**src/rtl/servant_uart_pkg.sv**
```systemverilog
// Shared types and constants for the servant Wishbone UART transmitter.
package servant_uart_pkg;

    typedef enum logic [1:0] {
        IDLE  = 2'd0,
        START = 2'd1,
        DATA  = 2'd2,
        STOP  = 2'd3
    } state_t;

    localparam logic ADR_TXDATA = 1'b0;
    localparam logic ADR_STATUS = 1'b1;

    localparam int unsigned STAT_BUSY    = 0;
    localparam int unsigned STAT_FULL    = 1;
    localparam int unsigned STAT_EMPTY   = 2;
    localparam int unsigned STAT_OVF     = 3;
    localparam int unsigned STAT_CNT_LSB = 4;
    localparam int unsigned STAT_CNT_W   = 4;

    localparam int unsigned BYTE_W = 8;

endpackage

```
**src/rtl/servant_uart_fifo.sv**
```systemverilog
// Small synchronous FIFO; a push to a full FIFO is dropped even with a same-edge pop.
module servant_uart_fifo
    import servant_uart_pkg::*;
#(
    parameter int unsigned DEPTH = 4,
    parameter int unsigned WIDTH = BYTE_W
) (
    input  logic                         wb_clk,
    input  logic                         wb_rst,
    input  logic                         i_push,
    input  logic                         i_pop,
    input  logic [WIDTH-1:0]             i_wdata,
    output logic [WIDTH-1:0]             o_rdata_c,
    output logic                         o_full,
    output logic                         o_empty,
    output logic [$clog2(DEPTH):0]       o_count
);

    localparam int unsigned PW = $clog2(DEPTH);
    localparam int unsigned CW = PW + 1;

    logic [WIDTH-1:0] r_mem [DEPTH];
    logic [PW-1:0]    r_wr_ptr;
    logic [PW-1:0]    r_rd_ptr;
    logic [CW-1:0]    r_count;
    logic             r_full;
    logic             r_empty;

    logic             w_do_push;
    logic             w_do_pop;
    logic [CW-1:0]    w_count_nxt;

    assign w_do_push   = i_push & ~r_full;
    assign w_do_pop    = i_pop & ~r_empty;
    assign w_count_nxt = r_count + CW'(w_do_push) - CW'(w_do_pop);

    always_ff @(posedge wb_clk) begin
        if (wb_rst) begin
            r_wr_ptr <= '0;
            r_rd_ptr <= '0;
            r_count  <= '0;
            r_full   <= 1'b0;
            r_empty  <= 1'b1;
        end else begin
            if (w_do_push) r_wr_ptr <= r_wr_ptr + PW'(1);
            if (w_do_pop)  r_rd_ptr <= r_rd_ptr + PW'(1);
            r_count <= w_count_nxt;
            r_full  <= (w_count_nxt == CW'(DEPTH));
            r_empty <= (w_count_nxt == '0);
        end
    end

    // Storage needs no reset; occupancy is tracked by the pointers and count.
    always_ff @(posedge wb_clk) begin
        if (w_do_push) r_mem[r_wr_ptr] <= i_wdata;
    end

    assign o_rdata_c = r_mem[r_rd_ptr];
    assign o_full    = r_full;
    assign o_empty   = r_empty;
    assign o_count   = r_count;

endmodule

```
**src/rtl/servant_uart_tx.sv**
```systemverilog
// Wishbone-slave 8N1 UART transmitter: bus registers, TX FIFO, framing FSM.
module servant_uart_tx
    import servant_uart_pkg::*;
#(
    parameter int unsigned DIV        = 87,
    parameter int unsigned FIFO_DEPTH = 4
) (
    input  logic        wb_clk,
    input  logic        wb_rst,
    input  logic        i_wb_adr,
    input  logic [31:0] i_wb_dat,
    input  logic        i_wb_we,
    input  logic        i_wb_cyc,
    output logic [31:0] o_wb_rdt,
    output logic        o_wb_ack,
    output logic        o_txd
);

    localparam int unsigned CNT_W = $clog2(DIV);
    localparam int unsigned FCW   = $clog2(FIFO_DEPTH) + 1;

    state_t              r_state;
    state_t              w_state_nxt;
    logic [CNT_W-1:0]    r_cnt;
    logic [CNT_W-1:0]    w_cnt_nxt;
    logic [2:0]          r_idx;
    logic [2:0]          w_idx_nxt;
    logic [BYTE_W-1:0]   r_shift;
    logic [BYTE_W-1:0]   w_shift_nxt;
    logic                r_txd;
    logic                w_txd_nxt;
    logic                r_ack;
    logic [31:0]         r_rdt;
    logic                r_ovf;

    logic                w_req;
    logic                w_push;
    logic                w_pop;
    logic                w_bit_end;
    logic [BYTE_W-1:0]   w_rdata;
    logic                w_full;
    logic                w_empty;
    logic [FCW-1:0]      w_count;
    logic [31:0]         w_status;
    logic                w_unused;

    assign w_unused = ^i_wb_dat[31:BYTE_W];

    assign w_req  = i_wb_cyc & ~r_ack;
    assign w_push = w_req & i_wb_we & (i_wb_adr == ADR_TXDATA);

    servant_uart_fifo #(
        .DEPTH (FIFO_DEPTH),
        .WIDTH (BYTE_W)
    ) u_fifo (
        .wb_clk    (wb_clk),
        .wb_rst    (wb_rst),
        .i_push    (w_push),
        .i_pop     (w_pop),
        .i_wdata   (i_wb_dat[BYTE_W-1:0]),
        .o_rdata_c (w_rdata),
        .o_full    (w_full),
        .o_empty   (w_empty),
        .o_count   (w_count)
    );

    always_comb begin
        w_status                                   = '0;
        w_status[STAT_BUSY]                        = (r_state != IDLE);
        w_status[STAT_FULL]                        = w_full;
        w_status[STAT_EMPTY]                       = w_empty;
        w_status[STAT_OVF]                         = r_ovf;
        w_status[STAT_CNT_LSB +: STAT_CNT_W]       = STAT_CNT_W'(w_count);
    end

    // Bus side: one registered ack per request, access lands on the ack edge.
    always_ff @(posedge wb_clk) begin
        if (wb_rst) begin
            r_ack <= 1'b0;
            r_rdt <= '0;
            r_ovf <= 1'b0;
        end else begin
            r_ack <= w_req;
            r_rdt <= (w_req & ~i_wb_we & (i_wb_adr == ADR_STATUS)) ? w_status : '0;
            if (w_req & i_wb_we & (i_wb_adr == ADR_STATUS) & i_wb_dat[STAT_OVF])
                r_ovf <= 1'b0;
            if (w_push & w_full)
                r_ovf <= 1'b1;
        end
    end

    always_ff @(posedge wb_clk) begin
        if (wb_rst) begin
            r_state <= IDLE;
            r_cnt   <= '0;
            r_idx   <= '0;
            r_shift <= '0;
            r_txd   <= 1'b1;
        end else begin
            r_state <= w_state_nxt;
            r_cnt   <= w_cnt_nxt;
            r_idx   <= w_idx_nxt;
            r_shift <= w_shift_nxt;
            r_txd   <= w_txd_nxt;
        end
    end

    // Framing: every state lasts DIV cycles, bit boundary when the counter hits 0.
    always_comb begin
        w_state_nxt = r_state;
        w_cnt_nxt   = r_cnt;
        w_idx_nxt   = r_idx;
        w_shift_nxt = r_shift;
        w_pop       = 1'b0;
        w_txd_nxt   = 1'b1;
        w_bit_end   = (r_cnt == '0);

        unique case (r_state)
            IDLE: begin
                if (!w_empty) begin
                    w_pop       = 1'b1;
                    w_shift_nxt = w_rdata;
                    w_cnt_nxt   = CNT_W'(DIV - 1);
                    w_state_nxt = START;
                end
            end
            START: begin
                if (w_bit_end) begin
                    w_cnt_nxt   = CNT_W'(DIV - 1);
                    w_idx_nxt   = 3'd0;
                    w_state_nxt = DATA;
                end else begin
                    w_cnt_nxt = r_cnt - CNT_W'(1);
                end
            end
            DATA: begin
                if (w_bit_end) begin
                    w_cnt_nxt = CNT_W'(DIV - 1);
                    if (r_idx == 3'd7) begin
                        w_state_nxt = STOP;
                    end else begin
                        w_shift_nxt = r_shift >> 1;
                        w_idx_nxt   = r_idx + 3'd1;
                    end
                end else begin
                    w_cnt_nxt = r_cnt - CNT_W'(1);
                end
            end
            STOP: begin
                if (w_bit_end) begin
                    if (!w_empty) begin
                        w_pop       = 1'b1;
                        w_shift_nxt = w_rdata;
                        w_cnt_nxt   = CNT_W'(DIV - 1);
                        w_state_nxt = START;
                    end else begin
                        w_state_nxt = IDLE;
                    end
                end else begin
                    w_cnt_nxt = r_cnt - CNT_W'(1);
                end
            end
            default: w_state_nxt = IDLE;
        endcase

        // Line level is registered from the next state so it changes on the transition edge.
        unique case (w_state_nxt)
            START:   w_txd_nxt = 1'b0;
            DATA:    w_txd_nxt = w_shift_nxt[0];
            default: w_txd_nxt = 1'b1;
        endcase
    end

    assign o_wb_ack = r_ack;
    assign o_wb_rdt = r_rdt;
    assign o_txd    = r_txd;

endmodule

```
**config.mk**
```make
export PLATFORM = sky130hd
export DESIGN_NAME = servant_uart_tx
export DESIGN_NICKNAME = d
export VERILOG_FILES = /design/src/rtl/servant_uart_pkg.sv /design/src/rtl/servant_uart_fifo.sv /design/src/rtl/servant_uart_tx.sv
export SDC_FILE = /design/constraint.sdc
export NUM_CORES = 1
export LEC_CHECK = 0
export CORE_MARGIN = 4
export CORE_UTILIZATION = 35
export DETAILED_ROUTE_END_ITERATION = 8
export GPL_TIMING_DRIVEN = 0
export HOLD_SLACK_MARGIN = 0.05
export PLACE_DENSITY = 0.55
export SKIP_LAST_GASP = 1
export SLEW_MARGIN = 15
export SYNTH_ARGS = -nofsm -noshare
export SYNTH_HDL_FRONTEND = slang
export SYNTH_SLANG_ARGS = --single-unit
export TNS_END_PERCENT = 30
```
**constraint.sdc**
```tcl
create_clock -name wb_clk -period 3.83 [get_ports wb_clk]
set_clock_uncertainty 0.15 [all_clocks]
set_input_delay 0.766 -clock wb_clk [delete_from_list [all_inputs] [get_ports wb_clk]]
set_output_delay 0.766 -clock wb_clk [all_outputs]
set_load 0.03 [all_outputs]
```
==> qor.yml <==
sta:
  post-route-period-util: 0.868
  drv_slew: 0
  setup_tns_ns: 0
  fmax_mhz: 301
  setup_viol: 0
  fin_crit_ns: 3.32
  rsz0062_at_grt: "false"
  post-route-worst-setup-slack_ns: 0.507
  tightestPinTransition_ns: 0.511
  finalHoldViolCount: 0
  slew-limit-headroom: 0.660
placed_design:
  place_ws_ns: 0.470
  place.gp.congestion: 0.830
  place_area_mm2: 0.00400
  port_buffers: 20
  dpl.hpwl_mm: 4.79
  dp.cells: 487
logic_synthesis:
  synthFlopType: "dfxtp_1"
  synthArstFlopShare: 0
  netlist_top_cells_area: "edfxtp_1, dfxtp_1, buf_4"
  syn_avg_cell_area_um2: 11.4
  synth_seq_cells: 73
  synth_top_area_frac: 0.272
  ys_warn_count: 0
  syn_area_mm2: 0.00354
  yosysUniqueCellTypes: 63
  yosys.area.top_type: "edfxtp_1"
  syn_inst: 310
  synth_edf_count: 32
  ys_seq_area_frac: 0.504
floorplanning:
  start_util: 0.360
  rows: 36
  die_w_um: 109
  core_mm2: 0.00982
  design.die.area_mm2: 0.0118
  num_io_pins: 71
  fp.dieH_um: 109
layout:
  drive_gt1_frac: 0.181
  synthToLayoutAreaGrowth_pct: 18.1
  layout.nets: 417
  fin_cells: 503
  n_fill_cell: 977
  final_area_mm2: 0.00418
  antenna_cells: 0
grt:
  grt_max_degree: 16
  gr-total-overflow: 0
  first_global_vias: 2261
  grt_usage: 0.124
  grt_pass1_wl_mm: 11.3
  antenna_found_initial: 0
cts:
  clock_sinks: 73
  cts_buffers: 9
  cts-root-buf: "clkbuf_8"
  insertion_delay_ns: 0.36
  clkSlewWorstSetupHoldPaths_ns: 0.09
  ctsResizeCount: 0
  htreeDepth: 3
  post_cts_buffers: 0
  clock_path_buffers: 2
  cts_tree: "yes"
  cts_hold_buf: 0
setup_path:
  crit_type: "reg2reg"
  crit_path_start: "r_cnt[1]"
  cp-endpoint: "u_fifo.o_full"
  crit_required_ns: 3.98
  rr_worst_depth: 14
  r2r_slack_ns: 0.51
  reg2reg_from: "r_cnt[1]"
  worstPathArrival_ns: 3.47
  cp-end-kind: "register"
  worstReg2RegEnd: "u_fifo.o_full"
  start_kind: "register"
  path_max_fanout: 4
power:
  leakagePower_uw: 0.00160
  ir_worst_vdd_uv: 270
  power_density_mw_per_mm2: 673
routing:
  ant_nets: 0
  drc: 0
  first_pass_iters: 4
  drt_iter0_drc: 120
  wire_per_inst_um: 13.5
  viasPerCell: 4.74
  dr_total_vias: 2386
  wirelength_mm: 6.80
run_status:
  run_status: "complete, no violations"
worst_hold_path:
  worstHoldStart: "o_wb_ack"
  min_path_type: "reg2reg"
job:
  cap_violations: 0
## registers in the layout, indices dropped and copies added (netlist names), named ones only
name and cells:
u_fifo.r_rd_ptr 2, r_shift 8, u_fifo.o_empty 1, u_fifo.r_mem 32
r_ovf 1, o_wb_ack 1, r_cnt 7, u_fifo.r_wr_ptr 2
r_idx 3, r_state 2, o_wb_rdt 7, u_fifo.o_full 1
u_fifo.o_count 3, o_txd 1
## synth_stat cells (2+ instances only)
cell,instances
dfxtp_1,41
edfxtp_1,32
nor2_1,31
buf_4,25
o21ai_0,16
inv_1,15
ha_1,14
nand2_1,14
a21oi_1,13
and2_1,10
mux2i_1,7
mux4_2,7
a22o_1,6
a31oi_1,6
clkbuf_1,6
nor3_1,6
xnor2_1,5
clkbuf_8,3
a211oi_1,2
a311oi_1,2
and3b_1,2
nand3_1,2
nand4_1,2
nor4_1,2
o21a_1,2
or3_1,2
## worst min-delay path by stage
stage	to	slack, ns	cells after the start
after floorplan	o_wb_rdt[4]	0.28	1
after global placement	o_wb_ack	0.30	1
after detailed placement	o_wb_ack	0.30	1
after CTS	o_wb_rdt[4]	0.31	1
after global routing	o_wb_rdt[4]	0.33	1
final	o_wb_ack	0.32	1
## power by group
group	total, uW	switching (uW)	leakage, uW	internal [uW]
clock network	576	329	0.0000891	247
logic	1210	710	0.000886	501
registers	1020	96.8	0.000624	928
## layout make-up
type,count,area (um2),share of cell area
sequential,73,1780,0.426
multi-input combinational,207,1500,0.359
buffer,38,285,0.0683
timing repair buffer,20,200,0.0479
tap,133,166,0.0398
clock buffer,9,124,0.0296
inverter,16,60.1,0.0144
clock inverter,7,58.8,0.0141
## per-layer routing
layer,vias up,track usage,share of wire
met5,-,0,0
met4,0,0.0460,0.017
met3,11,0.0340,0.054
met2,65,0.198,0.47
met1,1125,0.162,0.46
li1,1185,-,-
## kinds of logic (layout without fill, tap and decap cells)
kind of cell,count (synthesis),in the layout,synth area share
simple gates,82,82,0.125
flops,73,73,0.504
compound gates,63,63,0.128
buf+inv,54,90,0.0976
mux,16,16,0.0746
fa+ha+maj,15,15,0.0552
xor+xnor,6,6,0.0149
other cells,1,25,0.00106
## stage by stage
stage / util / power, uW / hold WS [ns]
4_1_cts: 0.425 / 2830 / 0.313
5_1_grt: 0.425 / 3010 / 0.327
2_1_floorplan: - / 1980 / 0.280
3_5_place_dp: 0.407 / 2250 / 0.298
3_3_place_gp: 0.407 / 2230 / 0.298
6_report: 0.425 / 2810 / 0.315
## worst max-delay path, cell delays in order, from the launching register on
cell,delay [ns]
dfxtp_1,0.32
inv_1,0.09
ha_1,0.25
nor4b_4,0.35
a31oi_1,0.26
nor3_1,0.33
ha_1,0.29
inv_1,0.05
ha_1,0.13
inv_1,0.06
fa_1,0.37
xor2_1,0.16
xnor2_1,0.12
nor2_1,0.15
and3_1,0.18
## placed cells by master (no fill, tap or decap), types with 7 or more instances in the layout
cell type        count
inv_1               15
dfxtp_1             41
clkdlybuf4s50_1     20
conb_1              25
edfxtp_1            32
buf_4               25
o21ai_0             16
mux4_2               7
nor2_1              31
and2_1              10
mux2i_1              7
nand2_1             14
clkbuf_8            12
ha_1                14
a21oi_1             13
Power figures use the tool's default switching activity.
